**src/rtl/activation_lut_writer_pkg.sv**
```systemverilog
// Shared constants and types for the loadable activation table and its
// readers: entry width, address width, table depth and the loader FSM states.
package activation_lut_writer_pkg;

  localparam int DATA_W = 8;
  localparam int ADDR_W = 4;
  localparam int DEPTH  = 1 << ADDR_W;

  localparam logic [ADDR_W-1:0] LAST_ADDR = ADDR_W'(DEPTH - 1);

  typedef logic signed [DATA_W-1:0] entry_t;

  typedef enum logic [1:0] {
    IDLE = 2'd0,
    LOAD = 2'd1,
    DONE = 2'd2
  } state_e;

endpackage

```
**src/rtl/activation_lut_writer_if.sv**
```systemverilog
// Valid/ready stream that carries table entries from the parameter-load path
// into the loader.
interface activation_lut_writer_if;
  import activation_lut_writer_pkg::*;

  logic   wr_valid;
  entry_t wr_data;
  logic   wr_ready;

  modport master (output wr_valid, output wr_data, input wr_ready);
  modport slave  (input wr_valid, input wr_data, output wr_ready);
endinterface

```
**src/rtl/activation_lut_regfile.sv**
```systemverilog
// DEPTH x DATA_W register file: one synchronous write port and two
// combinational read ports, cleared by reset.
module activation_lut_regfile
  import activation_lut_writer_pkg::*;
(
  input  logic              clk,
  input  logic              rst,
  input  logic              wr_en,
  input  logic [ADDR_W-1:0] wr_addr,
  input  entry_t            wr_data,
  input  logic [ADDR_W-1:0] rd_addr_a,
  output entry_t            rd_data_a,
  input  logic [ADDR_W-1:0] rd_addr_b,
  output entry_t            rd_data_b
);

  entry_t mem [DEPTH];

  // NOTE: the table is flops, not a RAM macro, so it can be cleared in reset;
  // an aborted load must never leave stale entries readable.
  always_ff @(posedge clk) begin
    if (!rst) begin
      for (int i = 0; i < DEPTH; i++) mem[i] <= '0;
    end else if (wr_en) begin
      mem[wr_addr] <= wr_data;
    end
  end

  assign rd_data_a = mem[rd_addr_a];
  assign rd_data_b = mem[rd_addr_b];

endmodule

```
**src/rtl/activation_lut_writer.sv**
```systemverilog
// Loads 16 signed breakpoints over valid/ready into a register file and serves
// the base / next (clamped) pair for the activation interpolator.
module activation_lut_writer
  import activation_lut_writer_pkg::*;
(
  input  logic                    clk,
  input  logic                    rst,
  input  logic                    load_start,
  activation_lut_writer_if.slave  wr,
  output logic                    busy,
  output logic                    load_done,
  output logic                    table_valid,
  input  logic [ADDR_W-1:0]       address,
  output entry_t                  base,
  output entry_t                  next__data
);

  state_e            state, state_next;
  logic [ADDR_W-1:0] wr_cnt, wr_cnt_next;
  logic              valid_q, valid_next;
  logic              accept;
  logic [ADDR_W-1:0] next_addr;
  entry_t            rd_base, rd_next;

  // NOTE: every output of this block gets a default first, so no path through
  // the case statement can leave a signal unassigned and infer a latch.
  always_comb begin
    state_next  = state;
    wr_cnt_next = wr_cnt;
    valid_next  = valid_q;
    wr.wr_ready = 1'b0;
    busy        = 1'b0;
    load_done   = 1'b0;
    accept      = 1'b0;
    unique case (state)
      IDLE: begin
        if (load_start) begin
          state_next  = LOAD;
          wr_cnt_next = '0;
          valid_next  = 1'b0;
        end
      end
      LOAD: begin
        wr.wr_ready = 1'b1;
        busy        = 1'b1;
        if (wr.wr_valid) begin
          accept      = 1'b1;
          wr_cnt_next = wr_cnt + 1'b1;
          // table_valid rises together with load_done, one cycle after the last accept
          if (wr_cnt == LAST_ADDR) begin
            state_next = DONE;
            valid_next = 1'b1;
          end
        end
      end
      DONE: begin
        busy       = 1'b1;
        load_done  = 1'b1;
        state_next = IDLE;
      end
      default: state_next = IDLE;
    endcase
  end

  // NOTE: non-blocking assignments here so every register samples the values
  // computed in the same cycle, regardless of statement order.
  always_ff @(posedge clk) begin
    if (!rst) begin
      state   <= IDLE;
      wr_cnt  <= '0;
      valid_q <= 1'b0;
    end else begin
      state   <= state_next;
      wr_cnt  <= wr_cnt_next;
      valid_q <= valid_next;
    end
  end

  assign table_valid = valid_q;

  // Clamp at the top entry instead of wrapping to entry 0.
  assign next_addr = (address == LAST_ADDR) ? address : address + 1'b1;

  activation_lut_regfile u_regfile (
    .clk       (clk),
    .rst       (rst),
    .wr_en     (accept),
    .wr_addr   (wr_cnt),
    .wr_data   (wr.wr_data),
    .rd_addr_a (address),
    .rd_data_a (rd_base),
    .rd_addr_b (next_addr),
    .rd_data_b (rd_next)
  );

  assign base       = valid_q ? rd_base : '0;
  assign next__data = valid_q ? rd_next : '0;

endmodule
```
**src/flat_wrapper.sv**
```systemverilog
// flat-port wrapper written by rule: the top's interface ports become plain ports
module activation_lut_writer_flat import activation_lut_writer_pkg::*;
  (clk, rst, load_start, busy, load_done, table_valid, address, base, next__data, wr_wr_valid, wr_wr_data, wr_wr_ready);
  activation_lut_writer_if wr_i ();
  input  logic clk;
  input  logic rst;
  input  logic load_start;
  output logic busy;
  output logic load_done;
  output logic table_valid;
  input  logic [ADDR_W-1:0] address;
  output entry_t base;
  output entry_t next__data;
  input wire logic [$bits(wr_i.wr_valid)-1:0] wr_wr_valid;
  input wire logic [$bits(wr_i.wr_data)-1:0] wr_wr_data;
  output wire logic [$bits(wr_i.wr_ready)-1:0] wr_wr_ready;
  assign wr_i.wr_valid = wr_wr_valid;
  assign wr_i.wr_data = wr_wr_data;
  assign wr_wr_ready = wr_i.wr_ready;
  activation_lut_writer u_core (.clk(clk), .rst(rst), .load_start(load_start), .wr(wr_i), .busy(busy), .load_done(load_done), .table_valid(table_valid), .address(address), .base(base), .next__data(next__data));
endmodule
```
**config.mk**
```make
export PLATFORM = sky130hd
export DESIGN_NAME = activation_lut_writer_flat
export DESIGN_NICKNAME = d
export VERILOG_FILES = /design/src/rtl/activation_lut_writer_pkg.sv /design/src/rtl/activation_lut_writer_if.sv /design/src/rtl/activation_lut_regfile.sv /design/src/rtl/activation_lut_writer.sv /design/src/flat_wrapper.sv
export SDC_FILE = /design/constraint.sdc
export NUM_CORES = 1
export LEC_CHECK = 0
export BUFFER_PORTS_ARGS = -buffer_cell sky130_fd_sc_hd__buf_2
export CORE_MARGIN = 1
export CORE_UTILIZATION = 55
export DETAILED_ROUTE_END_ITERATION = 10
export GPL_TIMING_DRIVEN = 0
export HOLD_SLACK_MARGIN = 0.1
export PLACE_DENSITY = 0.74
export SLEW_MARGIN = 20
export SYNTH_ARGS = -nofsm -noshare
export SYNTH_HDL_FRONTEND = slang
export SYNTH_SLANG_ARGS = --single-unit
```
**constraint.sdc**
```tcl
create_clock -name clk -period 2.3 [get_ports clk]
set_input_delay 0 -clock clk [delete_from_list [all_inputs] [get_ports clk]]
set_output_delay 0 -clock clk [all_outputs]
set_load 0.05 [all_outputs]
```
* Yosys cells after proc, flatten, opt, wreduce, memory -nomap -nowiden *
Memory sizes are Yosys's and may differ from the RTL's.
Index checks and enable logic that the tools add are counted.

operators by class
  $add $sub $neg = 2
  eq/ne operators = 7
  muxes and demuxes = 26
  reduce and logical (&&, ||, !) cells = 7

operator list
  kind                 number
  $mux 8               3
  $mux 4               4
  $mux 1               13
  $add 4x1->4 const B  2
  $eq 4x4->1 const B   2
  $pmux 4 s2           1
  $reduce_or 8->1      1
  $mux 2               3
  $reduce_and 3->1     2
  $ne 2x2->1 const B   2
  $pmux 2 s2           1
  $reduce_and 4->1     1
  $eq 2x1->1 const B   1
  $eq 2x2->1 const B   1
  $logic_not 2->1      1
  $ne 2x1->1 const B   1
  $pmux 1 s2           1
  $reduce_bool 2->1    1
  $reduce_or 2->1      1

storage, ports and cells
  flip-flop bits (word level) = 7
  RAM bits = 128
  bits of input ports = 16
  output and inout bits = 20
  word-level logic and storage cells = 46
  memories kept = 1

memory list
  name                  words  bits a word  read ports  clocked after Yosys merged registers in  wr ports  RTL line                      RTL
  u_core.u_regfile.mem  16     8            2           0                                        16        activation_lut_regfile.sv:17  entry_t mem [DEPTH];

* Depth between registers and ports, before layout *
Gate-level depths: netlist (run 1).

  depth in word-level cells = 7
  depth in mapped cells = 10
  mapped depth without buffers = 7

* Modules after synthesis *
Synthesis (run 1) repeated with hierarchy kept, for this count alone.

unflattened totals
  cell total of the unflattened synthesis = 521
  area, all modules = 7562.3 um^2

by module, submodules not included
  module                  times used  cells an instance  area an instance (um^2)
  activation_lut_regfile  1           445                6934.2
  activation_lut_writer   1           76                 628.1

* Worst setup path before layout (run 1) *
No wires, ideal clock.

  path type = register to register
  start = reg u_core.state[1]
  end = mem u_core.u_regfile.mem[13][0] (netlist name), enable pin
  setup time = 0.384 ns
  data arrival time = 2.186 ns
  data required time = 1.916 ns
  path slack = -0.270 ns
  stages on the path, launching flop included = 7
  buffers on the path = 1
  period minus slack after synthesis = 2.570 ns
  cell sequence = dfxtp_1 -> inv_1 -> ha_1 -> clkbuf_1 -> and3_1 -> nand2_1 -> o21ai_0

RTL lines
  what                      RTL line                      RTL
  start: declaration        activation_lut_writer.sv:18   state_e state, state_next;
  start signal: assignment  activation_lut_writer.sv:73   state <= state_next;
  end: declaration          activation_lut_regfile.sv:17

* Worst setup path in the final report (run 1) *
  start = reg u_core.valid_q (netlist: u_core.table_valid)
  end = out next__data[0]

between the ends
  longest elaborated chain between the ends = 1

RTL lines
  what                      RTL line                     RTL
  start: declaration        activation_lut_writer.sv:20  logic valid_q, valid_next;
  start signal: assignment  activation_lut_writer.sv:75  valid_q <= valid_next;
  $mux 8                    activation_lut_writer.sv:97  assign next__data = valid_q ? rd_next : '0;
  end: declaration          flat_wrapper.sv:13           output entry_t next__data;

No other way between the ends.

==> impl_summary.md, run 1 <==
Detailed routing
The final layout contains routed wiring with a total length of around 25000 µm. The DRC violation total after the first TritonRoute iteration is between 700 and 800. The final routed wire length divided by cell count is 25.8 µm. The detail route stage leaves a number of antenna-violating nets equal to 0. In the routed design, unresolved DRC markers number 0. The via count normalized by instance count is between 6 and 7. The pre-antenna-repair detailed-routing pass consisted of 5 iterations. Across all layers, the routed design uses around 6400 vias.

Pwr
Summed over all nets, the switching power comes to approximately 2.2 mW. The leakage power total is approximately 3.6 nW. VDD sags by at most 657 µV. In this run switching power makes up between 30% and 40% of total power. Per report_power, the sequential group accounts for between 40% and 50% of the total. The internal portion of the total power is around 5.0 mW. The cell area power density is approximately 750 mW/mm².

The power share of the clock group is between 30% and 40%. In this run, the combinational gates consume between 20% and 30% of the power.

Yosys
The library cell with the largest summed area after synthesis is sky130_fd_sc_hd__edfxtp_1. Counting every net in the synthesized netlist gives about 730. Counting instances in the post-synthesis netlist gives the leading cell types as sky130_fd_sc_hd__and2_1, sky130_fd_sc_hd__edfxtp_1, sky130_fd_sc_hd__nand2_1, sky130_fd_sc_hd__o21ai_0, sky130_fd_sc_hd__mux2i_1. The flop and latch count out of synthesis is ~140. By instance count, the leading cell after synthesis is sky130_fd_sc_hd__and2_1. A synthesized cell averages ~11 µm². The sequential fraction of the synthesis area is between 40 and 50%. The synthesized netlist cell count is ~700.

The number of different library cells in the post-synthesis netlist is 43. The most used flip-flop cell after synthesis is sky130_fd_sc_hd__edfxtp_1. Sorting the synthesized cells by area gives the leading types as sky130_fd_sc_hd__edfxtp_1, sky130_fd_sc_hd__and2_1, sky130_fd_sc_hd__mux4_2, sky130_fd_sc_hd__mux4_1, sky130_fd_sc_hd__nand2_1.

The share of Yosys cell area claimed by the top area cell type is 47.8%. For this run, the number of Yosys warnings is 0. The mapped netlist covers roughly 0.008 mm².

The number of synthesized flops with an enable pin is between 100 and 150. The share of synthesized registers carrying an async set or reset is 0%.

Worst setup path
The number of cells on the worst reg-to-reg path is 5. The highest fanout seen on the critical path is 10. STA classifies the critical path startpoint as a flip-flop.

At the worst endpoint, the arrival time is approximately 2.3 ns. STA classifies the critical path endpoint as an output port. The worst setup path is of the flip-flop to output port kind.

For the worst setup path, the data required time is roughly 2.3 ns.

Cells and area
The count of cells in the finished layout, fillers not included, comes to slightly below 1000. Cells fill 67.8% of the core in the end. The final design area excluding fillers is around 0.0095 mm². The post-route netlist has between 20% and 30% of its cells at a drive strength greater than 1. The net count of the finished layout is ~800. The number of diodes added for antenna fixing is 0. The layout overhead on the synthesized area is 18.5%.

Timing
Hold is met by between 0.09 and 0.1 ns. At the pin with the least slew margin, the transition time is around 0.87 ns. The ratio of final minimum period to clock period is 101%. The timing-limited maximum frequency is 431 MHz.

Across all setup checks in the final design, the least slack found is -0.0221 ns. The final period demand of the worst path is between 2 and 2.5 ns. Setup violations remaining at the end of the flow were counted as 1. The final-report hold violation count is 0. The tightest slew margin relative to the limit is roughly 42%. The final-report max-slew violation count was 0. Between clock sinks in the finished design, the worst skew comes to 0.00668 ns. Setup repair after global routing could not meet its margin everywhere.

Clock network
Buffers inserted during clock tree synthesis total 17. The number of sinks handled by clock tree synthesis is roughly 140. The depth of the CTS H-tree is 4.

The root buffer cell chosen for the clock tree is sky130_fd_sc_hd__clkbuf_16. The clock passes through at most 2 buffers. TritonCTS built the clock tree. The clock reaches the later pin of the worst-skew pair after 0.44 ns. Clock-pin slew was measured on the worst setup and hold paths at roughly 0.060 ns.

Placement
After detailed placement, the design holds a cell count of just over 900. After detailed placement, the total cell area comes to ~0.0085 mm². Port buffering added 35 buffers. Detailed placement ended at an HPWL of between 15000 and 20000 µm. The congestion estimate from routability-driven global placement came to 0.958.

GRT
The maximum number of pins on one net before global-route repair is 17. The via count of the first global-routing pass came to slightly above 6000. The global routing stage identified its most utilized layer as met2. Global routing consumed, on the met1 layer, 45.2% of the routing resources.

The number of antenna violations at the first check in global routing is 0. The routing usage on met3 is under 10%. The first-pass GRT wire length is 36900 µm.

The global-route track usage on met2 is 57.1%. Global routing finished with a remaining overflow of 0. Global routing consumed, over all layers together, between 30% and 40% of the routing resources.

Min path
In this run the worst hold path is classified as input port to flip-flop. The cell depth of the worst min-delay path is 2.

Floorplanning
The height of the chip is about 120 µm. The floorplan step set the die width to between 100 and 150 µm. Once the floorplan was initialized, standard cells occupied a little under three fifths of the core. The total area inside the core boundary comes to between 0.01 and 0.015 mm². For this design the top-level I/O count stands at 36. The die covers about 0.015 mm².

The number of rows created at floorplan is 43.

Run
The number of max-capacitance violations reported is 0.

Outcome
The checks that failed: setup timing. The flow ran to the end, but the final reports show violations.
## final cells by class
| class | instances | area, µm² |
|---|---|---|
| Inverter | 6 | 22.5 |
| Multi-Input combinational cell | 514 | 4000 |
| Tap cell | 180 | 225 |
| Fill cell | 1049 | 4520 |
| Buffer | 45 | 274 |
| Sequential cell | 135 | 3980 |
| Timing Repair Buffer | 57 | 415 |
| Clock buffer | 17 | 425 |
| Clock inverter | 15 | 179 |
## state kept, by name (all words and copies together) (netlist names)
signal	count
u_core.state	2
u_core.wr_cnt	4
u_core.u_regfile.mem	128
u_core.table_valid	1
## placed cells by master, fill, tap and decap left out, types with 7 or more instances in the layout
| cell | instances |
|---|---|
| sky130_fd_sc_hd__o21ai_0 | 18 |
| sky130_fd_sc_hd__nor2_1 | 19 |
| sky130_fd_sc_hd__clkbuf_16 | 17 |
| sky130_fd_sc_hd__clkbuf_1 | 18 |
| sky130_fd_sc_hd__a21oi_1 | 23 |
| sky130_fd_sc_hd__o21ai_2 | 11 |
| sky130_fd_sc_hd__nor3b_1 | 12 |
| sky130_fd_sc_hd__ha_1 | 7 |
| sky130_fd_sc_hd__mux4_2 | 23 |
| sky130_fd_sc_hd__nand2_1 | 81 |
| sky130_fd_sc_hd__and2_1 | 137 |
| sky130_fd_sc_hd__buf_2 | 35 |
| sky130_fd_sc_hd__buf_6 | 7 |
| sky130_fd_sc_hd__mux2i_1 | 31 |
| sky130_fd_sc_hd__buf_4 | 20 |
| sky130_fd_sc_hd__o21ai_1 | 7 |
| sky130_fd_sc_hd__mux4_1 | 7 |
| sky130_fd_sc_hd__edfxtp_1 | 128 |
| sky130_fd_sc_hd__dlygate4sd3_1 | 10 |
| sky130_fd_sc_hd__o22ai_1 | 12 |
| sky130_fd_sc_hd__mux2_2 | 24 |
| sky130_fd_sc_hd__nand3_1 | 27 |
| sky130_fd_sc_hd__dfxtp_1 | 7 |
## path summary, 6_finish.rpt
kind / start / endpoint / slack [ns]
worst max-delay path: u_core.table_valid$_SDFFE_PN0P_ / next__data[0] / -0.02
worst min register to register: u_core.wr_cnt[1]$_SDFFE_PN0P_ / u_core.wr_cnt[1]$_SDFFE_PN0P_ / 0.55
worst min-delay path: rst / u_core.u_regfile.mem[0][4]$_SDFFCE_PN0P_ / 0.1
worst max register to register: u_core.state[1]$_SDFFE_PN0P_ / u_core.u_regfile.mem[10][7]$_SDFFCE_PN0P_ / 0.03
## per-layer routing
metal  vias to the layer above  share of wire (%)
met5                         -                  0
met4                         0                4.2
met3                        84                9.6
met2                       424                 48
met1                      3167                 38
li1                       2743                  -
## power groups by stage
| stage | Clock [mW] | Sequential, mW | Combinational (mW) |
|---|---|---|---|
| after floorplan | 0 | 2.91 | 0.927 |
| after global placement | 0 | 2.93 | 1.27 |
| after detailed placement | 0 | 2.93 | 1.30 |
| after CTS | 2.79 | 2.88 | 1.37 |
| after global routing | 2.90 | 2.90 | 1.53 |
| final | 2.80 | 2.89 | 1.46 |
## through the flow
step                setup slack, ns  total power, mW  setup TNS [ns]
floorplan                    -0.118             3.84           -3.69
global placement             -0.708             4.20          -40.78
detailed placement           -0.883             4.24          -51.21
CTS                        -0.00108             7.05        -0.00108
global route                 -0.104             7.33           -7.18
finish                      -0.0221             7.15         -0.0221
## critical path, stage by stage (launching register included)
cell and delay [ns]:
sky130_fd_sc_hd__dfxtp_1 0.48, sky130_fd_sc_hd__clkbuf_2 0.32, sky130_fd_sc_hd__inv_1 0.12, sky130_fd_sc_hd__nor2_4 0.29, sky130_fd_sc_hd__nand3_1 0.14, sky130_fd_sc_hd__o22ai_1 0.22
sky130_fd_sc_hd__buf_2 0.30
## cells by family after synthesis
kind of cell             Yosys count  synth area share (%)
flip-flops                       135                  49.6
XOR/XNOR                           5                 0.872
AND/OR/NAND/NOR                  312                  20.6
buffers and inverters             54                  3.58
AO/OA/AOI/OAI                    103                  7.77
multiplexers                      85                  16.2
adder cells (fa/ha/maj)            9                  1.40
## what timing repair did
action / CTS / global route
setup buffers: 9 / 3
hold endpoints to repair: 52 / 0
pin swaps: 5 / 3
hold buffers: 10 / 0
resized for setup: 40 / 44
setup endpoints to repair: 178 / 170
No activity file was read; power rests on OpenSTA's default activity.
==> run 2: changes to the inputs <==
--- a/config.mk
+++ b/config.mk
@@ -5,13 +5,14 @@
 export SDC_FILE = /design/constraint.sdc
 export NUM_CORES = 1
 export LEC_CHECK = 0
-export BUFFER_PORTS_ARGS = -buffer_cell sky130_fd_sc_hd__buf_2
 export CORE_MARGIN = 1
 export CORE_UTILIZATION = 55
 export DETAILED_ROUTE_END_ITERATION = 10
+export DONT_BUFFER_PORTS = 1
 export GPL_TIMING_DRIVEN = 0
 export HOLD_SLACK_MARGIN = 0.1
-export PLACE_DENSITY = 0.74
+export PLACE_DENSITY = 0.72
+export SKIP_CTS_REPAIR_TIMING = 1
 export SLEW_MARGIN = 20
 export SYNTH_ARGS = -nofsm -noshare
 export SYNTH_HDL_FRONTEND = slang
==> impl_summary.md, run 2 (synthesis results as in run 1) <==
Min path
In this run the most critical hold path is launched from wr_wr_data[4]. The destination of the worst hold path is u_core.u_regfile.mem[7][4]$_SDFFCE_PN0P_. The min-delay analysis places its worst path in the category input port to flip-flop. The worst hold path passes through 2 cells.

Detailed routing
The via count of the routed design is slightly above 6000. Dividing the detail-routed wire length by the instance count gives ~25 µm. The remaining antenna violation count is 0. The wire length on met2 is roughly 11000 µm.

The uppermost signal routing layer after detailed routing is met4. The total iterations of the first detailed-routing run is 5. The routed design has between 20000 and 25000 µm of wire.

Dividing the detail-routed via count by the number of cells gives 6.54. The routed design uses between 1500 and 2000 µm of met3 wire. The detailed router finished its first iteration with 652 violations. The number of design rule violations left after detail routing is 0. The met1 wire length is between 9000 and 10000 µm.

Worst setup path
The type of element launching the critical path is a flip-flop. The kind of end point of the critical path is an output port. The number of cells on the worst reg-to-reg path is 7. The data required time at the worst endpoint is about 2.3 ns. The end of the worst register-to-register path is u_core.u_regfile.mem[13][0]$_SDFFCE_PN0P_. Along the worst path, the maximum fanout reaches 2. The startpoint identified for the worst register-to-register timing path is u_core.state[1]$_SDFFE_PN0P_. The class of the most critical setup path is flip-flop to output port. Data on the critical path arrives at its endpoint at ~2.3 ns.

The slack of the worst reg-to-reg path is 0.06 ns.

Floorplanning
The full die area is ~0.015 mm². The width of the die is approximately 120 µm. In this run the vertical extent of the chip is ~120 µm. For this configuration, the core starts out at a cell density of between 50 and 60%. During I/O placement, the number of pins put on the boundary was 36. The area of the placeable core is about 0.014 mm². The floorplan has between 40 and 50 rows.

Cells and area
The number of flip-flops in the largest register is approximately 130. u_core.u_regfile.mem holds more flip-flops than any other register. The commonest non-fill, non-tap cell in the layout is sky130_fd_sc_hd__and2_1. The largest registers in the layout are u_core.u_regfile.mem (128), u_core.wr_cnt (4), u_core.state (2).

Relative to the synthesized area, the layout overhead comes to 18.1%. The final design area excluding fillers is 0.00949 mm². The number of diodes added for antenna fixing is 0. The count of nets after finishing is ~770.

The finished layout holds a little over 900 standard cells, fillers aside. The post-route netlist has between 20% and 30% of its cells at a drive strength greater than 1. Measured on the finished design, the core utilization comes to around two thirds. The top cell types in the final layout, fill and taps aside, are sky130_fd_sc_hd__and2_1, sky130_fd_sc_hd__edfxtp_1, sky130_fd_sc_hd__nand2_1.

GRT
The via count of the first global-routing pass is about 6000. Entering global routing, the biggest net connects 17 pins. The number of antenna violations at the first check in global routing was 0.

In the global route stage, overall resource usage came out at about a third. The overall overflow remaining after global route is 0. The first global-routing pass estimated ~35000 µm of wire.

Timing
For the pin with the worst max-slew slack, the measured transition is between 1 and 1.5 ns. The final-report max-slew violation count is 0. The final-report hold violation count is 0.

The final setup violation count is 0. After layout, the worst path uses ~100% of the clock period. The final period demand of the worst path is approximately 2.3 ns. Once routing completed, OpenROAD measured the worst setup slack at 0.00203 ns. The timing-limited maximum frequency is approximately 440 MHz.

Clock skew on the completed layout was measured at between 0.005 and 0.006 ns. Setup repair after global routing could not meet its margin everywhere. The tightest slew margin relative to the limit is a little under a quarter.

Clock network
The clock edge transition at the registers on the reported setup and hold paths is about 0.06 ns. The root buffer cell is sky130_fd_sc_hd__clkbuf_16. The clock latency on the worst-skew pair is 0.43 ns. TritonCTS built the clock tree. The H-tree was split into 4 levels. TritonCTS created 17 clock buffers. CTS saw around 140 sinks. The clock passes through at most 2 buffers.

Placement
Summed over all nets, the half-perimeter wirelength after detailed placement is 17400 µm. The count of input and output buffers is 0. OpenSTA, run right after detailed placement, puts the worst setup slack at -0.812 ns. Once placement finished, the instance area stood at 0.00828 mm². The routability congestion estimate is 0.974. In this run, placement finished with an instance count of approximately 880.

Pwr
IR analysis of the VDD net gives a maximum drop of ~640 µV. For this design the ratio of total power to cell area is 772 mW/mm². For this design the static power due to leakage is between 3 and 4 nW. After layout, the design draws a total of about 7.3 mW.

Run
Across the run, the number of max-cap violations was 0.

Outcome
The flow ran to the end, and the final reports show no timing, DRC or antenna violations.
[run 2: cell types whose count changed in the layout (fill, tap and decap cells not counted), moves of 5 or more]
cell                      before  now
sky130_fd_sc_hd__buf_2        35   11
sky130_fd_sc_hd__buf_4        20   13
sky130_fd_sc_hd__mux4_1        7   12
sky130_fd_sc_hd__mux4_2       23   18
sky130_fd_sc_hd__nor2_2        5   10
sky130_fd_sc_hd__o21ai_1       7    2
sky130_fd_sc_hd__o21ai_2      11    3
sky130_fd_sc_hd__o21ai_4       2   11
[run 2: per-stage QoR]
step / hold WS [ns] / setup TNS, ns
floorplan: 0.198 / -3.69
global placement: 0.199 / -80.26
detailed placement: 0.202 / -98.49
CTS: -0.250 / -105.90
global route: 0.123 / -0.740
finish: 0.128 / 0
[run 2: per-layer routing]
| layer | vias up | track usage [%] |
|---|---|---|
| li1 | 2676 | - |
| met1 | 3009 | 43.2 |
| met2 | 341 | 51.5 |
| met3 | 79 | 7.67 |
| met4 | 0 | 18.8 |
| met5 | - | 0 |
[run 2: final cells by class]
type / instances / area [µm²]
fillers: 1012 / 4550
clock inverters: 15 / 225
inverters: 6 / 22.5
multi-input cells: 514 / 4150
repair buffers: 20 / 190
plain buffers: 46 / 270
well taps: 180 / 225
clock buffers: 17 / 425
flip-flops and latches: 135 / 3990
[run 2: worst max-delay path by stage]
stage / start / endpoint / slack [ns] / cells after the start
after floorplan: u_core.state[1]$_SDFFE_PN0P_ / u_core.u_regfile.mem[12][0]$_SDFFCE_PN0P_ / -0.12 / 6
after global placement: u_core.state[1]$_SDFFE_PN0P_ / u_core.u_regfile.mem[8][1]$_SDFFCE_PN0P_ / -0.75 / 6
after detailed placement: u_core.state[1]$_SDFFE_PN0P_ / u_core.u_regfile.mem[0][1]$_SDFFCE_PN0P_ / -0.81 / 7
after CTS: u_core.table_valid$_SDFFE_PN0P_ / next__data[4] / -1.18 / 5
after global routing: u_core.state[1]$_SDFFE_PN0P_ / u_core.u_regfile.mem[13][0]$_SDFFCE_PN0P_ / -0.07 / 7
final: u_core.u_regfile.mem[2][7]$_SDFFCE_PN0P_ / base[7] / 0.002 / 3
[run 2: power breakdown]
| part | total (mW) | switching, mW | internal [mW] |
|---|---|---|---|
| Sequential | 2.91 | 0.101 | 2.81 |
| Combinational | 1.40 | 0.932 | 0.465 |
| Clock | 3.02 | 1.09 | 1.93 |
| Total | 7.33 | 2.13 | 5.20 |
[run 2: worst max-delay path, stage by stage (launching register included)]
cell,delay (ns)
sky130_fd_sc_hd__edfxtp_1,0.41
sky130_fd_sc_hd__mux4_1,0.57
sky130_fd_sc_hd__mux4_2,0.53
sky130_fd_sc_hd__and2_1,0.36
